`config.mk`:
```
export PLATFORM = sky130hd
export DESIGN_NAME = binary_search_ctrl
export DESIGN_NICKNAME = d
export VERILOG_FILES = /design/src/rtl/bsearch_pkg.sv /design/src/rtl/binary_search_ctrl.sv
export SDC_FILE = /design/constraint.sdc
export NUM_CORES = 1
export LEC_CHECK = 0
export CAP_MARGIN = 0
export CORE_MARGIN = 2
export CORE_UTILIZATION = 38
export CTS_CLUSTER_SIZE = 14
export DETAILED_ROUTE_END_ITERATION = 7
export PLACE_DENSITY = 0.64
export SLEW_MARGIN = 20
export SYNTH_ARGS = -nofsm -noshare
export SYNTH_HDL_FRONTEND = slang
export SYNTH_SLANG_ARGS = --single-unit
export TNS_END_PERCENT = 100
```
`constraint.sdc`:
```
create_clock -name Clk -period 4.9 [get_ports Clk]
set_input_delay 0.49 -clock Clk [delete_from_list [all_inputs] [get_ports Clk]]
set_output_delay 0.49 -clock Clk [all_outputs]
set_load 0.05 [all_outputs]
```
`src/rtl/bsearch_pkg.sv`:
```
// Shared types and constants for the binary-search controller.
package bsearch_pkg;

    typedef enum logic [1:0] {IDLE, SEARCH, DONE} state_e;

    localparam int BS_WIDTH = 4;

    // Decode patterns for {A_grt_B, A_ls_B, A_eq_B}
    localparam logic [2:0] GRT = 3'b100;
    localparam logic [2:0] LS  = 3'b010;
    localparam logic [2:0] EQ  = 3'b001;

endpackage

```
`src/rtl/binary_search_ctrl.sv`:
```
// Binary-search controller driving a magnitude comparator's A operand.
// Optional BSEARCH_STEP_COUNT_EN adds a 'steps' output counting SEARCH cycles.
module binary_search_ctrl
    import bsearch_pkg::*;
#(
    parameter int WIDTH = BS_WIDTH
) (
    input  logic             Clk,
    input  logic             Rst_n,
    input  logic             start,
    input  logic             A_grt_B,
    input  logic             A_ls_B,
    input  logic             A_eq_B,
    output logic [WIDTH-1:0] guess,
    output logic             busy,
    output logic             done,
    output logic             found,
    output logic             err,
`ifdef BSEARCH_STEP_COUNT_EN
    output logic [$clog2(WIDTH+2)-1:0] steps,
`endif
    output logic [WIDTH-1:0] result
);

    localparam int LW = WIDTH + 1;
    localparam logic [LW-1:0]    MAX_V = {1'b0, {WIDTH{1'b1}}};
    localparam logic [WIDTH-1:0] FIRST = {1'b0, {(WIDTH-1){1'b1}}};

    state_e           state_q;
    logic [LW-1:0]    lo_q, hi_q, lo_d, hi_d;
    logic [WIDTH-1:0] guess_q, guess_d, result_q;
    logic             busy_q, done_q, found_q, err_q;
    logic [2:0]       flags;
    logic             exhausted;
    logic [LW:0]      midSum;
`ifdef BSEARCH_STEP_COUNT_EN
    logic [$clog2(WIDTH+2)-1:0] steps_q;
`endif

    // The range empties exactly when the guess already sits on the bound being
    // moved; detecting it that way avoids relying on the wrapped value of 0-1.
    always_comb begin
        flags     = {A_grt_B, A_ls_B, A_eq_B};
        lo_d      = lo_q;
        hi_d      = hi_q;
        exhausted = 1'b0;
        if (flags == GRT) begin
            hi_d      = {1'b0, guess_q} - LW'(1);
            exhausted = ({1'b0, guess_q} <= lo_q);
        end else if (flags == LS) begin
            lo_d      = {1'b0, guess_q} + LW'(1);
            exhausted = ({1'b0, guess_q} >= hi_q);
        end
        midSum  = {1'b0, lo_d} + {1'b0, hi_d};
        guess_d = midSum[WIDTH:1];
    end

    always_ff @(posedge Clk or negedge Rst_n) begin
        if (!Rst_n) begin
            state_q  <= IDLE;
            lo_q     <= '0;
            hi_q     <= MAX_V;
            guess_q  <= '0;
            result_q <= '0;
            busy_q   <= 1'b0;
            done_q   <= 1'b0;
            found_q  <= 1'b0;
            err_q    <= 1'b0;
`ifdef BSEARCH_STEP_COUNT_EN
            steps_q  <= '0;
`endif
        end else begin
            case (state_q)
                IDLE: begin
                    done_q <= 1'b0;
                    if (start) begin
                        state_q <= SEARCH;
                        lo_q    <= '0;
                        hi_q    <= MAX_V;
                        guess_q <= FIRST;
                        busy_q  <= 1'b1;
                        found_q <= 1'b0;
                        err_q   <= 1'b0;
`ifdef BSEARCH_STEP_COUNT_EN
                        steps_q <= '0;
`endif
                    end
                end
                SEARCH: begin
`ifdef BSEARCH_STEP_COUNT_EN
                    steps_q <= steps_q + 1'b1;
`endif
                    if (flags == EQ) begin
                        result_q <= guess_q;
                        found_q  <= 1'b1;
                        state_q  <= DONE;
                        busy_q   <= 1'b0;
                        done_q   <= 1'b1;
                    end else if ((flags == GRT) || (flags == LS)) begin
                        lo_q <= lo_d;
                        hi_q <= hi_d;
                        if (exhausted) begin
                            err_q   <= 1'b1;
                            found_q <= 1'b0;
                            state_q <= DONE;
                            busy_q  <= 1'b0;
                            done_q  <= 1'b1;
                        end else begin
                            guess_q <= guess_d;
                        end
                    end else begin
                        err_q   <= 1'b1;
                        found_q <= 1'b0;
                        state_q <= DONE;
                        busy_q  <= 1'b0;
                        done_q  <= 1'b1;
                    end
                end
                DONE: begin
                    done_q  <= 1'b0;
                    state_q <= IDLE;
                end
                default: begin
                    state_q <= IDLE;
                end
            endcase
        end
    end

    assign guess  = guess_q;
    assign busy   = busy_q;
    assign done   = done_q;
    assign found  = found_q;
    assign err    = err_q;
    assign result = result_q;
`ifdef BSEARCH_STEP_COUNT_EN
    assign steps  = steps_q;
`endif

endmodule
```
# ---- Word-level counts from Yosys, hierarchy flattened
# Cells that the tools add are included.
dict set report totals {
  mem_bits_ro 0
  ramBits 0
  n_memories 0
  inputBits 6
  ff_bits 24
  out_inout_bits 12
  latch_bits 0
  elab_cells 74
}
dict set report op_classes {
  mul 0
  n_eq_ne 11
  n_lt_le_gt_ge 2
  n_bitwise 0
  addsub 3
  mux 37
  n_shift 0
  div 0
  n_reduce_logical 12
}
# op count
set op_table {}
lappend op_table {{5-bit 2-to-1 mux} 9}
lappend op_table {{5-bit one-hot mux with 2 select lines} 2}
lappend op_table {{4-bit 2-to-1 mux} 4}
lappend op_table {{1-bit 2-to-1 mux} 12}
lappend op_table {{2-bit 2-to-1 mux} 4}
lappend op_table {{2-bit != test (second input constant)} 4}
lappend op_table {{1-bit one-hot mux with 2 select lines} 4}
lappend op_table {{4-bit one-hot mux with 2 select lines} 1}
lappend op_table {{4-bit AND reduction} 2}
lappend op_table {{2-bit AND reduction} 3}
lappend op_table {{4-bit by 1-bit adder with 5-bit output (second input constant)} 1}
lappend op_table {{5-bit adder} 1}
lappend op_table {{4-bit by 5-bit >= comparator with 1-bit output} 1}
lappend op_table {{4-bit by 5-bit less-or-equal comparator with 1-bit output} 1}
lappend op_table {{5-bit AND reduction} 1}
lappend op_table {{4-bit by 1-bit subtractor with 5-bit output (second input constant)} 1}
lappend op_table {{4-bit != test (second input constant)} 1}
lappend op_table {{2-bit one-hot mux with 2 select lines} 1}
lappend op_table {{2-bit nonzero test} 2}
lappend op_table {{3-bit by 1-bit equality test with 1-bit output (second input constant)} 1}
lappend op_table {{3-bit by 2-bit equality test with 1-bit output (second input constant)} 1}
lappend op_table {{3-bit equality test (second input constant)} 1}
lappend op_table {{3-bit != test (second input constant)} 1}
lappend op_table {{3-bit AND reduction} 1}
lappend op_table {{5 further kinds} 5}

# ---- Logic depth before layout (Yosys ltp)
dict set report depth {
  word_depth 8
  mapped_depth 13
  mapped_depth_nobuf 12
}

# ---- Least setup slack after synthesis
# Ideal clock, no wire load.
dict set report synth_timing {
  path_kind {reg-to-reg}
  startpoint {register guess_q[0] (netlist: guess[0])}
  endpoint {register guess_q[3] (netlist: guess[3])}
  required_ns 4.780
  n_path_buf 0
  path_stages_with_launch 12
  arrival_ns 2.674
  path_slack_ns 2.106
  setup_ns 0.120
  period_less_slack_ns 2.794
  cell_sequence {dfrtp_1 -> inv_1 -> ha_1 -> o21ai_0 -> inv_1 -> fa_1 -> inv_1 -> a21o_1 -> a21oi_1 -> xor2_1 -> xnor2_1 -> a41o_1}
}
dict set report synth_between {
  elab_chain_cells 8
  word_cells_on_any_way 16
  classes_between {add/sub (3); order compare (2); eq/ne (1); mux (9); reduce/logical (1)}
}
# element line
set synth_rtl {}
lappend synth_rtl {{from (decl)} binary_search_ctrl.sv:31} ;# logic [WIDTH-1:0] guess_q, guess_d, result_q;
lappend synth_rtl {{from (signal assigned)} binary_search_ctrl.sv:109} ;# guess_q <= guess_d;
lappend synth_rtl {{4-bit by 1-bit adder with 5-bit output} binary_search_ctrl.sv:51} ;# lo_d = {1'b0, guess_q} + LW'(1);
lappend synth_rtl {{5-bit 2-to-1 mux} binary_search_ctrl.sv:50} ;# end else if (flags == LS) begin
lappend synth_rtl {{5-bit 2-to-1 mux} binary_search_ctrl.sv:47} ;# if (flags == GRT) begin
lappend synth_rtl {{5-bit adder} binary_search_ctrl.sv:54} ;# midSum = {1'b0, lo_d} + {1'b0, hi_d};
lappend synth_rtl {{4-bit 2-to-1 mux} binary_search_ctrl.sv:102} ;# if (exhausted) begin
lappend synth_rtl {{4-bit 2-to-1 mux} binary_search_ctrl.sv:99} ;# end else if ((flags == GRT) || (flags == LS)) begin
lappend synth_rtl {{4-bit 2-to-1 mux} binary_search_ctrl.sv:93} ;# if (flags == EQ) begin
lappend synth_rtl {{4-bit one-hot mux with 2 select lines} binary_search_ctrl.sv:73} ;# case (state_q)
# Several ways; a longest one is shown, not always the timed one. The select of a mux whose other input is x is not followed.
# A chain may end at the register's enable or synchronous reset.

# ---- Final worst setup path
dict set report layout_timing {
  startpoint {input port A_ls_B}
  endpoint {register guess_q[3] (netlist: guess[3])}
}
dict set report layout_between {
  elab_chain_cells 8
  word_cells_on_any_way 18
  classes_between {add/sub (1); eq/ne (6); mux (9); reduce/logical (2)}
}
# element line
set layout_rtl {}
lappend layout_rtl {{from (decl)} binary_search_ctrl.sv:12} ;# input logic A_ls_B,
lappend layout_rtl {{3-bit by 2-bit equality test with 1-bit output} {binary_search_ctrl.sv:50, binary_search_ctrl.sv:99}}
lappend layout_rtl {{5-bit 2-to-1 mux} binary_search_ctrl.sv:50}
lappend layout_rtl {{5-bit 2-to-1 mux} binary_search_ctrl.sv:47}
lappend layout_rtl {{5-bit adder} binary_search_ctrl.sv:54}
lappend layout_rtl {{4-bit 2-to-1 mux} binary_search_ctrl.sv:102}
lappend layout_rtl {{4-bit 2-to-1 mux} binary_search_ctrl.sv:99}
lappend layout_rtl {{4-bit 2-to-1 mux} binary_search_ctrl.sv:93}
lappend layout_rtl {{4-bit one-hot mux with 2 select lines} binary_search_ctrl.sv:73}
# Several ways; a longest one is shown, not always the timed one. The select of a mux whose other input is x is not followed.

==> impl_metrics.ini <==
[cts]
cts_setup_buffers = 0
cts_tree = built
cts_resized = 0
numCtsBuffers = 3
cts_max_level = 1
cts_sinks = 24
clock_latency_ps = 280
clockBufferDepth = 2
cts_root_buf = clkbuf_8
cts_hold_buf = 0
clkTransAtPathRegs_ps = 90

[sta]
fin_setup_tns_ps = 0
fmaxAchievable_ghz = 0.341
setup_violations = 0
tightest_slew_ps = 663
period_minus_slack_ps = 2930
drv_slew = 0
fin_worst_skew_ps = 7.94
relSlewSlack_pct = 55.8
finalHoldViolCount = 0
fin_crit_sh_pct = 59.9
rsz0062_at_grt = false

[placed_design]
globalplace.congestion = 0.830
place_area_sq_um = 1760
dp_hpwl_mm = 2.67
port_buffers = 17

[layout]
layout_common_cells = dfrtp_1, o21ai_0, clkdlybuf4s50_1
layout_commonest_cell = dfrtp_1
nets = 204
drive_gt1_share_pct = 11.5
final_area_sq_um = 1840
syn_to_final_growth_pct = 16.9
register_area_sq_um = 606
fillCellCount = 381
antennaDiodeCount = 0
multi_input_area_sq_um = 862

[logic_synthesis]
ys_types = 43
ys_seq_area_share_pct = 38.6
postSynthCellCount = 169
avgSynthCellArea_sq_um = 9.29
synth_edf_count = 0
async_flop_share_pct = 100
synth-main-ff-cell = dfrtp_1
synth-seq-cells = 24
synth_area_sq_um = 1570
syn-num-nets = 189
ys_warn_count = 0

[route]
drt-total-wl_mm = 3.62
dr_total_vias = 1284
drc = 0
routed_via_density = 5.51
ant_nets = 0
drt-initial-drc-count = 66
firstDrtPassIters = 4
wire_per_inst_um = 15.5

[worst_setup_path]
critPathKind = in -> reg
startpoint_type = input pin
cp.required_ps = 5070
setup.worst_path.start = A_ls_B
r2r_slack_ps = 2110
reg2reg_depth = 11
cp_max_fo = 7
reg2reg_from = guess[0]
rr_endpoint = guess[3]
cp-end-kind = flip-flop
critPathArrivalTime_ps = 3110

[floorplanning]
die_y_um = 68.3
rows = 23
dieArea_sq_um = 4660
start_util_pct = 39.3
coreArea_sq_um = 4000
ios = 18
die_w_um = 68.3

[pwr]
internal-power_mw = 0.504
vdd_drop_max_mv = 0.239
p_seq_share_pct = 34.3
swShare_pct = 43.4
clock_power_share_pct = 20.1
pwr-share-comb_pct = 45.6
leakage_nw = 0.850
p_switching_mw = 0.387
power_density_nw_per_um2 = 485

[worst_hold_path]
hp-class = reg -> reg
whs_path_depth = 2
worstHoldEndpoint = result[0]
min-delay-start = result[0]

[outcome]
status = finished clean

[global_route]
track_usage_pct = 17.4
antenna_found_initial = 0
grt_max_degree = 25
grt_pass1_wl_mm = 5.94
grt_overflow = 0
grt_pass1_vias = 1299

[flow_run]
maxCapViolCount = 0
## cell usage after synthesis, types with 2 or more instances
cell,number,area share (%)
mux2i_1,3,1.9
mux2_2,3,2.2
nand2_1,13,3.1
clkbuf_1,5,1.2
o31ai_1,2,0.96
a31oi_1,2,0.80
a21oi_1,10,3.2
dfrtp_1,20,32
nor3b_1,2,0.96
nor3_1,3,0.96
nor2_1,13,3.1
buf_6,2,1.4
dfstp_2,4,6.7
xnor2_1,7,3.9
a211oi_4,2,2.5
xor2_1,2,1.1
ha_1,13,10
or2_2,3,1.2
nand2b_1,3,1.2
nand3_1,4,1.3
inv_1,14,3.3
o21ai_0,17,5.4
a41oi_1,2,1.1
## metrics by stage
stage / worst slack (ps) / std cells / hold WS, ps / utilization, % / power [mW]
after floorplan: 2110 / 169 / 194 / - / 0.589
after global placement: 1770 / 229 / 467 / 44.1 / 0.704
after detailed placement: 1700 / 229 / 474 / 44.1 / 0.714
after CTS: 1990 / 233 / 495 / 45.9 / 0.892
after global routing: 1810 / 233 / 525 / 45.9 / 0.946
final: 1970 / 233 / 494 / 45.9 / 0.891
## state kept, by name (all words and copies together), names as in the netlist
register  cells
done          1
result        4
found         1
lo_q          5
hi_q          5
err           1
busy          1
state_q       2
guess         4
## kinds of logic (layout without fill, tap and decap cells)
| logic type | after synthesis | after routing | synth area share, % |
|---|---|---|---|
| AOI/OAI and AO/OA | 47 | 47 | 20.2 |
| and+or+nand+nor | 46 | 46 | 13.9 |
| DFF | 24 | 24 | 38.6 |
| buffers and inverters | 23 | 37 | 6.53 |
| adders and majority gates | 14 | 14 | 11.6 |
| xor gates and xnor gates | 9 | 9 | 5.02 |
| muxes | 6 | 6 | 4.06 |
## cell type report
type,count,area share [%]
clock buffer,3,2.25
clock inverter,1,1.64
inverter,15,3.07
multi-input combinational,122,47.0
sequential,24,33.0
tap,50,3.41
timing repair buffer,18,9.68
## critical path: stages
cell             delay (ps)
clkdlybuf4s50_1         470
nand2b_1                220
or2_2                   340
o21ai_0                 250
inv_1                   110
fa_1                    430
inv_1                    70
a21o_1                  100
a21oi_1                  70
xor2_1                  170
xnor2_1                 140
a41o_1                  240
## routing by layer
| layer | up-vias | track usage [%] | wire length (um) |
|---|---|---|---|
| met5 | - | 0 | 0 |
| met4 | 0 | 8.50 | 91 |
| met3 | 8 | 2.80 | 140 |
| met2 | 33 | 28.4 | 1760 |
| met1 | 623 | 22.3 | 1620 |
| li1 | 620 | - | - |
## how the worst max path moves through the flow
stage,to,slack (ps),cells past startpoint
floorplan,guess[3],2110,11
global placement,guess[3],1770,12
detailed placement,guess[3],1700,12
CTS,guess[3],1990,12
global route,guess[3],1810,12
finish,guess[3],1970,12
## power by group through the flow
stage	clock, mW	combinational (mW)	sequential [mW]
detailed placement	0	0.406	0.308
global route	0.188	0.445	0.313
finish	0.179	0.406	0.306
floorplan	0	0.193	0.397
CTS	0.179	0.409	0.304
global placement	0	0.398	0.307
Power figures use the tool's default switching activity.
